## config.mk

```make
export PLATFORM = sky130hd
export DESIGN_NAME = prgm_loader_flat
export DESIGN_NICKNAME = d
export VERILOG_FILES = /design/src/rtl/prgm_loader_pkg.sv /design/src/rtl/prgm_loader_if.sv /design/src/rtl/prgm_strobe_timer.sv /design/src/rtl/prgm_loader.sv /design/src/flat_wrapper.sv
export SDC_FILE = /design/constraint.sdc
export NUM_CORES = 1
export LEC_CHECK = 0
export ABC_CLOCK_PERIOD_IN_PS = 5320
export CELL_PAD_IN_SITES_DETAIL_PLACEMENT = 0
export CELL_PAD_IN_SITES_GLOBAL_PLACEMENT = 1
export CORE_MARGIN = 5
export CORE_UTILIZATION = 38
export CTS_CLUSTER_DIAMETER = 100
export DETAILED_ROUTE_END_ITERATION = 6
export PLACE_DENSITY_LB_ADDON = 0.3
export SLEW_MARGIN = 20
export SYNTH_ARGS = -nofsm -noshare
export SYNTH_HDL_FRONTEND = slang
export SYNTH_SLANG_ARGS = --single-unit
```

## constraint.sdc

```tcl
create_clock -name clk -period 5.32 [get_ports clk]
set_input_delay 1.064 -clock clk [delete_from_list [all_inputs] [get_ports clk]]
set_output_delay 1.064 -clock clk [all_outputs]
set_load 0.03 [all_outputs]
```

## src/rtl/prgm_loader_pkg.sv

```systemverilog
`default_nettype none
// ============================================================================
//  Module      : prgm_loader_pkg
//  Description : Shared op-codes, FSM state encoding and counter width for
//                the FPGAComputer programming-interface loader.
//  Revision    : 1.0 - initial release
// ============================================================================
package prgm_loader_pkg;

  // Header byte op-codes (header = {op[7:4], sel[3:0]})
  localparam logic [3:0] c_OP_NOP     = 4'h0;
  localparam logic [3:0] c_OP_LOAD    = 4'h1;
  localparam logic [3:0] c_OP_OUTPUT  = 4'h2;
  localparam logic [3:0] c_OP_CAPTURE = 4'h3;
  localparam logic [3:0] c_OP_RUN     = 4'h4;
  localparam logic [3:0] c_OP_HALT    = 4'h5;
  localparam logic [3:0] c_OP_RESUME  = 4'h6;
  localparam logic [3:0] c_OP_MRESET  = 4'h7;
  localparam logic [3:0] c_OP_STOP    = 4'h8;

  // Width of the GO strobe-length counter (GO_CYCLES is 1..15)
  localparam int c_GO_CNT_W = 4;

  typedef enum logic [2:0] {
    ST_IDLE   = 3'd0,
    ST_DATA   = 3'd1,
    ST_SETUP  = 3'd2,
    ST_STROBE = 3'd3,
    ST_HOLD   = 3'd4,
    ST_RUN    = 3'd5
  } state_t;

  // Ops that go straight from the header to SETUP without a data byte
  function automatic logic is_direct_strobe_op(input logic [3:0] op);
    return (op == c_OP_OUTPUT) || (op == c_OP_CAPTURE) ||
           (op == c_OP_RUN)    || (op == c_OP_MRESET);
  endfunction

endpackage
`default_nettype wire

```

## src/rtl/prgm_loader_if.sv

```systemverilog
`default_nettype none
// ============================================================================
//  Module      : prgm_loader_if
//  Description : Command stream handshake plus FPGAComputer programming
//                strobes. Readback signals exist only when
//                PRGM_LOADER_READBACK_EN is defined.
//  Revision    : 1.0 - initial release
// ============================================================================
interface prgm_loader_if;

  logic       cmd_valid;
  logic [7:0] cmd_data;
  logic       cmd_ready;
  logic [3:0] sel;
  logic [7:0] prgm_in;
  logic       go;
  logic       prgm;
  logic       oe;
  logic       we;
  logic       en;
  logic       hlt;
  logic       mrst;
  logic       busy;
  logic       err;

`ifdef PRGM_LOADER_READBACK_EN
  logic [7:0] bus_in;
  logic       rb_valid;
  logic [7:0] rb_data;

  modport master (
    output cmd_valid, cmd_data, bus_in,
    input  cmd_ready, sel, prgm_in, go, prgm, oe, we, en, hlt, mrst, busy, err,
           rb_valid, rb_data
  );

  modport slave (
    input  cmd_valid, cmd_data, bus_in,
    output cmd_ready, sel, prgm_in, go, prgm, oe, we, en, hlt, mrst, busy, err,
           rb_valid, rb_data
  );
`else
  modport master (
    output cmd_valid, cmd_data,
    input  cmd_ready, sel, prgm_in, go, prgm, oe, we, en, hlt, mrst, busy, err
  );

  modport slave (
    input  cmd_valid, cmd_data,
    output cmd_ready, sel, prgm_in, go, prgm, oe, we, en, hlt, mrst, busy, err
  );
`endif

endinterface
`default_nettype wire

```

## src/rtl/prgm_strobe_timer.sv

```systemverilog
`default_nettype none
// ============================================================================
//  Module      : prgm_strobe_timer
//  Description : Loadable down-counter; o_done marks the final cycle of the
//                GO strobe so the FSM can leave STROBE on that edge.
//  Revision    : 1.0 - initial release
// ============================================================================
module prgm_strobe_timer #(
  parameter int CNT_W = 4
) (
  input  logic             clk,
  input  logic             rst,
  input  logic             i_load,
  input  logic [CNT_W-1:0] i_load_val,
  input  logic             i_dec,
  output logic             o_done
);

  logic [CNT_W-1:0] r_cnt;

  // Load the strobe length in SETUP, then count down once per STROBE cycle
  always_ff @(posedge clk) begin
    if (rst) begin
      r_cnt <= '0;
    end else if (i_load) begin
      r_cnt <= i_load_val;
    end else if (i_dec && (r_cnt != '0)) begin
      r_cnt <= r_cnt - 1'b1;
    end
  end

  // A count of one means the current GO cycle is the last
  assign o_done = (r_cnt == CNT_W'(1));

endmodule
`default_nettype wire

```

## src/rtl/prgm_loader.sv

```systemverilog
`default_nettype none
// ============================================================================
//  Module      : prgm_loader
//  Description : Byte-command driven sequencer for the FPGAComputer
//                programming strobes (SEL/PRGM_IN/GO/PRGM/OE/WE/EN/HLT/MRST).
//                Optional readback of the module bus on OUTPUT is enabled by
//                defining PRGM_LOADER_READBACK_EN.
//  Revision    : 1.0 - initial release
// ============================================================================
module prgm_loader
  import prgm_loader_pkg::*;
#(
  parameter int unsigned GO_CYCLES = 2
) (
  input  logic         clk,
  input  logic         reset,
  prgm_loader_if.slave bus
);

  localparam logic [c_GO_CNT_W-1:0] c_GO_LOAD = c_GO_CNT_W'(GO_CYCLES);

  state_t     r_state;
  state_t     w_state_nxt;
  logic [3:0] r_op;
  logic [3:0] r_sel;
  logic [7:0] r_prgm_in;
  logic       r_hlt;
  logic       r_err;

  logic [3:0] w_hdr_op;
  logic       w_cmd_ready;
  logic       w_accept;
  logic       w_timer_load;
  logic       w_timer_dec;
  logic       w_timer_done;
  logic       w_active;
  logic       w_go;

  assign w_hdr_op    = bus.cmd_data[7:4];
  // Ready only in the byte-consuming states, and never while reset is held
  assign w_cmd_ready = !reset &&
                       ((r_state == ST_IDLE) || (r_state == ST_DATA) || (r_state == ST_RUN));
  assign w_accept    = bus.cmd_valid && w_cmd_ready;

  prgm_strobe_timer #(
    .CNT_W (c_GO_CNT_W)
  ) u_timer (
    .clk        (clk),
    .rst        (reset),
    .i_load     (w_timer_load),
    .i_load_val (c_GO_LOAD),
    .i_dec      (w_timer_dec),
    .o_done     (w_timer_done)
  );

  // FSM state register
  always_ff @(posedge clk) begin
    if (reset) begin
      r_state <= ST_IDLE;
    end else begin
      r_state <= w_state_nxt;
    end
  end

  // Next-state decode plus strobe-window and GO outputs
  always_comb begin
    w_state_nxt  = r_state;
    w_timer_load = 1'b0;
    w_timer_dec  = 1'b0;
    w_active     = 1'b0;
    w_go         = 1'b0;
    case (r_state)
      ST_IDLE: begin
        if (w_accept) begin
          if (w_hdr_op == c_OP_LOAD) begin
            w_state_nxt = ST_DATA;
          end else if (is_direct_strobe_op(w_hdr_op)) begin
            w_state_nxt = ST_SETUP;
          end
        end
      end
      ST_DATA: begin
        if (w_accept) begin
          w_state_nxt = ST_SETUP;
        end
      end
      ST_SETUP: begin
        w_active     = 1'b1;
        w_timer_load = 1'b1;
        w_state_nxt  = ST_STROBE;
      end
      ST_STROBE: begin
        w_active    = 1'b1;
        w_go        = 1'b1;
        w_timer_dec = 1'b1;
        if (w_timer_done) begin
          w_state_nxt = (r_op == c_OP_RUN) ? ST_RUN : ST_HOLD;
        end
      end
      ST_HOLD: begin
        w_active    = 1'b1;
        w_state_nxt = ST_IDLE;
      end
      ST_RUN: begin
        w_active = 1'b1;
        w_go     = 1'b1;
        if (w_accept && (w_hdr_op == c_OP_STOP)) begin
          w_state_nxt = ST_HOLD;
        end
      end
      default: begin
        w_state_nxt = ST_IDLE;
      end
    endcase
  end

  // Command side effects: latch target/data, HLT level and sticky ERR
  always_ff @(posedge clk) begin
    if (reset) begin
      r_op      <= c_OP_NOP;
      r_sel     <= '0;
      r_prgm_in <= '0;
      r_hlt     <= 1'b0;
      r_err     <= 1'b0;
    end else begin
      case (r_state)
        ST_IDLE: begin
          if (w_accept) begin
            if ((w_hdr_op == c_OP_LOAD) || is_direct_strobe_op(w_hdr_op)) begin
              r_op  <= w_hdr_op;
              r_sel <= bus.cmd_data[3:0];
            end
            case (w_hdr_op)
              c_OP_NOP:    r_err <= 1'b0;
              c_OP_HALT:   r_hlt <= 1'b1;
              c_OP_RESUME: r_hlt <= 1'b0;
              c_OP_LOAD, c_OP_OUTPUT, c_OP_CAPTURE, c_OP_RUN, c_OP_MRESET: ;
              default:     r_err <= 1'b1;  // STOP outside RUN, or illegal op
            endcase
          end
        end
        ST_DATA: begin
          if (w_accept) begin
            r_prgm_in <= bus.cmd_data;
          end
        end
        ST_RUN: begin
          if (w_accept && (w_hdr_op != c_OP_STOP)) begin
            r_err <= 1'b1;
          end
        end
        default: ;
      endcase
    end
  end

`ifdef PRGM_LOADER_READBACK_EN
  logic       r_rb_valid;
  logic [7:0] r_rb_data;

  // Capture the bus on the last GO cycle of OUTPUT; valid pulses through HOLD
  always_ff @(posedge clk) begin
    if (reset) begin
      r_rb_valid <= 1'b0;
      r_rb_data  <= '0;
    end else begin
      r_rb_valid <= 1'b0;
      if ((r_state == ST_STROBE) && w_timer_done && (r_op == c_OP_OUTPUT)) begin
        r_rb_valid <= 1'b1;
        r_rb_data  <= bus.bus_in;
      end
    end
  end

  assign bus.rb_valid = r_rb_valid;
  assign bus.rb_data  = r_rb_data;
`endif

  assign bus.cmd_ready = w_cmd_ready;
  assign bus.sel       = r_sel;
  assign bus.prgm_in   = r_prgm_in;
  assign bus.go        = w_go;
  assign bus.prgm      = w_active && (r_op == c_OP_LOAD);
  assign bus.oe        = w_active && (r_op == c_OP_OUTPUT);
  assign bus.we        = w_active && (r_op == c_OP_CAPTURE);
  assign bus.en        = w_active && (r_op == c_OP_RUN);
  assign bus.mrst      = w_active && (r_op == c_OP_MRESET);
  assign bus.hlt       = r_hlt;
  assign bus.busy      = (r_state != ST_IDLE);
  assign bus.err       = r_err;

endmodule
`default_nettype wire
```

## src/flat_wrapper.sv

```systemverilog
// flat-port wrapper written by rule: the top's interface ports become plain ports
module prgm_loader_flat import prgm_loader_pkg::*;
#(
  parameter int unsigned GO_CYCLES = 2
)
  (clk, reset, bus_cmd_valid, bus_cmd_data, bus_cmd_ready, bus_sel, bus_prgm_in, bus_go, bus_prgm, bus_oe, bus_we, bus_en, bus_hlt, bus_mrst, bus_busy, bus_err);
  prgm_loader_if bus_i ();
  input  logic clk;
  input  logic reset;
  input wire logic [$bits(bus_i.cmd_valid)-1:0] bus_cmd_valid;
  input wire logic [$bits(bus_i.cmd_data)-1:0] bus_cmd_data;
  output wire logic [$bits(bus_i.cmd_ready)-1:0] bus_cmd_ready;
  output wire logic [$bits(bus_i.sel)-1:0] bus_sel;
  output wire logic [$bits(bus_i.prgm_in)-1:0] bus_prgm_in;
  output wire logic [$bits(bus_i.go)-1:0] bus_go;
  output wire logic [$bits(bus_i.prgm)-1:0] bus_prgm;
  output wire logic [$bits(bus_i.oe)-1:0] bus_oe;
  output wire logic [$bits(bus_i.we)-1:0] bus_we;
  output wire logic [$bits(bus_i.en)-1:0] bus_en;
  output wire logic [$bits(bus_i.hlt)-1:0] bus_hlt;
  output wire logic [$bits(bus_i.mrst)-1:0] bus_mrst;
  output wire logic [$bits(bus_i.busy)-1:0] bus_busy;
  output wire logic [$bits(bus_i.err)-1:0] bus_err;
  assign bus_i.cmd_valid = bus_cmd_valid;
  assign bus_i.cmd_data = bus_cmd_data;
  assign bus_cmd_ready = bus_i.cmd_ready;
  assign bus_sel = bus_i.sel;
  assign bus_prgm_in = bus_i.prgm_in;
  assign bus_go = bus_i.go;
  assign bus_prgm = bus_i.prgm;
  assign bus_oe = bus_i.oe;
  assign bus_we = bus_i.we;
  assign bus_en = bus_i.en;
  assign bus_hlt = bus_i.hlt;
  assign bus_mrst = bus_i.mrst;
  assign bus_busy = bus_i.busy;
  assign bus_err = bus_i.err;
  prgm_loader #(.GO_CYCLES(GO_CYCLES)) u_core (.clk(clk), .reset(reset), .bus(bus_i));
endmodule
```

* Word level (Yosys, flattened, before mapping)
Cells that the tools add are included.
** Storage, ports and cells
- Register bits :: 25
** Operators by class
- $add $sub $neg :: 1
- Equal/unequal tests :: 27
- Mux-type cells :: 19
- Reductions and logical operators :: 33
** Operator list (count)
- $eq 4x3->1 const B :: 6
- $mux 3 :: 6
- $eq 4x2->1 const B :: 4
- $pmux 3 s5 :: 1
- $eq 4x1->1 const B :: 3
- $logic_and 1x1->1 :: 10
- $ne 2x2->1 const B :: 4
- $mux 1 :: 7
- $reduce_or 7->1 :: 1
- $eq 3x2->1 const B :: 2
- $eq 3x3->1 const B :: 2
- $logic_or 1x1->1 :: 6
- $pmux 1 s2 :: 3
- $reduce_and 3->1 :: 2
- $reduce_bool 2->1 :: 3
- $reduce_and 5->1 :: 1
- $eq 4x4->1 const B :: 1
- $logic_not 4->1 :: 1
- $mux 2 :: 2
- $ne 2x1->1 const B :: 2
- $ne 4x4->1 const B :: 1
- $reduce_and 4->1 :: 1
- $reduce_bool 4->1 :: 1
- $reduce_or 2->1 :: 2
- 8 further kinds :: 8

* Depth between registers and ports, before layout
- Word-level depth :: 8
- Depth in mapped cells :: 7

* Cells and area by module
From an unflattened synthesis, not the netlist that was laid out.
** Unflattened totals
- Cell total of the unflattened synthesis :: 159
- Area, all modules :: 1360.1 sq um
** Modules (own cells, without submodules)
- prgm_loader :: times used 1, cells an instance 126, area an instance 1073.5 sq um, seq. area each 420.4 sq um
- prgm_strobe_timer :: times used 1, cells an instance 33, area an instance 286.5 sq um, seq. area each 80.1 sq um

* Worst setup path after synthesis
OpenSTA, ideal clock, no wires.
- Kind :: register to output
- From :: reg u_core.r_state[1]
- To :: out bus_oe
- Arrival :: 2.258 ns
- Required time :: 4.256 ns
- Setup slack :: 1.998 ns
- Cell stages (with the launch flop) :: 6
- Cell sequence :: dfxtp_1 -> clkbuf_1 -> inv_1 -> ha_1 -> or3b_2 -> nor3b_1
** Between the ends
- Cells in the longest elaborated chain, start to end :: 4
** Ends and longest elaborated chain
- start, declared :: RTL line prgm_loader.sv:22 : state_t r_state;
- start signal, assigned :: RTL line prgm_loader.sv:61 : r_state <= w_state_nxt;
- $eq 3x3->1 or $eq 3x2->1 (tied branches) :: RTL line prgm_loader.sv:72 : case (r_state)
- $reduce_or 4->1 (no line) (*)
- $mux 1 (*) :: RTL line prgm_loader.sv:72
- $logic_and 1x1->1 (*) :: RTL line prgm_loader.sv:184 : assign bus.oe = w_active && (r_op == c_OP_OUTPUT);
- end, declared :: RTL line flat_wrapper.sv:17 : output wire logic [$bits(bus_i.oe)-1:0] bus_oe;
Every way passes the cells marked *; elsewhere a longest branch is shown, timed or not.

* Worst setup path in the final report
- From :: reg u_core.r_state[1]
- To :: out bus_prgm
** Between the ends
- Cells in the longest elaborated chain, start to end :: 4
** Ends and longest elaborated chain
- $eq 3x3->1 or $eq 3x2->1 (tied branches) :: RTL line prgm_loader.sv:72
- $reduce_or 4->1 (no line) (*)
- $mux 1 (*) :: RTL line prgm_loader.sv:72
- $logic_and 1x1->1 (*) :: RTL line prgm_loader.sv:183 : assign bus.prgm = w_active && (r_op == c_OP_LOAD);
- end, declared :: RTL line flat_wrapper.sv:16 : output wire logic [$bits(bus_i.prgm)-1:0] bus_prgm;
Marked as above.

==> results.yml <==
route:
  totalWireLength_um: 3370
  ant_nets: 0
  dr.pass1.iters: 4
  vias: 1254
  drt-vias-per-instance: 5.45
  wl_per_cell_um: 14.6
  initialDrtViolationCount: 47
  drc: 0
grt:
  grt_pass1_wl_um: 5900
  grt_max_degree: 28
  grt_overflow: 0
  first_global_vias: 1229
  antenna_found_initial: 0
  grtUsageTotal_pct: 14.7
sta:
  worstMarginPinSlew_ns: 0.865
  fin_crit_ns: 3.93
  skew_ns: 0.00358
  hold_viol_final: 0
  fin_tns_setup_ns: 0
  max_freq_mhz: 255
  finalSetupViolations: 0
  period_share_pct: 73.8
  slew-limit-headroom_pct: 42.0
  rsz0062_at_grt: "no"
  setup_ws_ns: 1.39
  slew_violations: 0
  holdWs_ns: 0.490
synthesis:
  avgSynthCellArea_um2: 8.46
  syn_area_um2: 1330
  synth-seq-cells: 25
  synthesis.nets: 171
  async_flop_share_pct: 0
  synth_ff_type: "dfxtp_1"
  synth_edf_count: 0
  yosysSeqAreaShare_pct: 37.7
  synth_cell_types: 43
  syn_inst: 157
  ys.warnings.count: 0
cts:
  insertion_delay_ns: 0.33
  hold_buffers: 0
  clk_path_buf_depth: 2
  post_cts_buffers: 0
  clk_pin_slew_ns: 0.15
  cts.sinks: 25
  cts_tree: "done"
  cts_buffers: 3
  cts_htree_levels: 1
  cts.repair.resized: 0
  cts-root-buf: "clkbuf_4"
layout:
  antennaDiodeCount: 0
  fillers: 361
  utilization_pct: 50.3
  layout.nets: 199
  drive_above_1_share_pct: 5.43
  final_common_cell: "clkdlybuf4s50_1"
  syn_to_final_growth_pct: 27.2
  final_cell_mix: "32 x clkdlybuf4s50_1, 25 x dfxtp_1, 19 x nor2_1"
  final_cell_area_um2: 1690
setup_path:
  path_depth: 5
  cp_slowest_cell: "clkdlybuf4s50_1"
  r2r_cells: 6
  endpoint_kind: "output pin"
  crit_buf_inv: 2
  crit_path_start_kind: "flop"
  crit_fanout: 12
  critPathKind: "flop to output pin"
  cpLargestDelayFamily: "buffers and inverters"
  cp.required_ns: 4.26
  critical_path_arrival_ns: 2.86
  crit_chain: "inv_1 -> ha_1 -> or3b_2 -> nor3b_1 -> clkdlybuf4s50_1"
  critPathMaxStageDelay_ns: 0.72
run:
  cap_violations: 0
placement:
  place_congestion: 0.938
  dpl.hpwl_um: 2450
  dp_slack_ns: 1.75
  io_buffers: 32
  placed_cell_area_um2: 1660
floorplanning:
  coreArea_um2: 3360
  row_count: 21
  die_h_um: 69.1
  ios: 33
  dieWidth_um: 69.1
  start_util_pct: 39.5
  die_area_um2: 4780
status:
  status: "completed"
power_and_ir_drop:
  ir_drop_mv: 0.0844
  p_per_area_nw_per_um2: 242
  p_leak_nw: 0.621
worst_hold_path:
  hold_path_class: "flop to flop"
  holdPathStages: 2
-- worst min-delay path: stages, from the launching register on --
cell and delay [ns]:
dfxtp_1 0.33, o21ai_0 0.07, a21oi_1 0.06
-- cell usage after synthesis (3+ instances only) --
| library cell | instances | area (um2) |
|---|---|---|
| a211oi_1 | 3 | 22.5 |
| a21oi_1 | 15 | 75.1 |
| clkbuf_1 | 7 | 26.3 |
| dfxtp_1 | 25 | 500 |
| ha_1 | 3 | 37.5 |
| inv_1 | 6 | 22.5 |
| mux2i_1 | 8 | 80.1 |
| nand2_1 | 3 | 11.3 |
| nand2b_1 | 5 | 31.3 |
| nand3_1 | 7 | 35.0 |
| nand3b_1 | 3 | 22.5 |
| nor2_1 | 19 | 71.3 |
| nor2b_1 | 3 | 18.8 |
| nor3b_1 | 4 | 30.0 |
| o21ai_0 | 10 | 50.1 |
| xnor2_1 | 3 | 26.3 |
-- final timing paths --
kind / start / end / slack, ns
worst max-delay path: u_core.r_state[1] / bus_prgm / 1.39
worst min-delay path: u_core.bus.sel[0] / u_core.bus.sel[0] / 0.49
worst max register to register: u_core.r_state[1] / u_core.bus.hlt / 3.34
worst min register to register: u_core.bus.sel[0] / u_core.bus.sel[0] / 0.49
-- state kept, by name, summed over array words and instances, names as in the netlist --
| register | cells |
|---|---|
| u_core.u_timer.r_cnt | 4 |
| u_core.bus.err | 1 |
| u_core.bus.sel | 4 |
| u_core.bus.prgm_in | 8 |
| u_core.bus.hlt | 1 |
| u_core.r_state | 3 |
| u_core.r_op | 4 |
-- layout make-up --
cell class	count	area [um2]	share of cell area, %
repair buffers	33	328	19.4
multi-input cells	116	752	44.5
well taps	46	57.6	3.40
flip-flops and latches	25	500	29.6
clock buffers	3	22.5	1.33
clock inverters	1	7.51	0.444
inverters	6	22.5	1.33
-- cells by family (layout without fill, tap and decap cells) --
logic type | Yosys count | count (layout) | synth area share (%)
buf+inv | 16 | 43 | 5.74
flops | 25 | 25 | 37.7
simple gates | 58 | 58 | 24.7
mux | 9 | 9 | 6.87
compound gates | 42 | 42 | 19.6
fa+ha+maj | 3 | 3 | 2.83
xor+xnor | 4 | 4 | 2.64
-- report_power, final --
| group | internal, W | switching (W) | total (W) |
|---|---|---|---|
| combinational | 0.0000473 | 0.0000647 | 0.000112 |
| sequential | 0.000195 | 0.0000110 | 0.000206 |
| clock | 0.0000288 | 0.0000630 | 0.0000918 |
-- routing by layer --
metal,up-vias,part of all wire (%),GRT usage (%)
li1,620,-,-
met1,582,49,20.1
met2,47,44,23.2
met3,5,5.5,2.62
met4,0,1.3,4.56
met5,-,0,0
-- per-stage QoR --
stage	cells	total power, W
4_1_cts	230	0.000413
6_report	230	0.000410
2_1_floorplan	157	0.000285
5_1_grt	230	0.000434
3_5_place_dp	226	0.000321
3_3_place_gp	226	0.000319
Power figures use the tool's default switching activity.
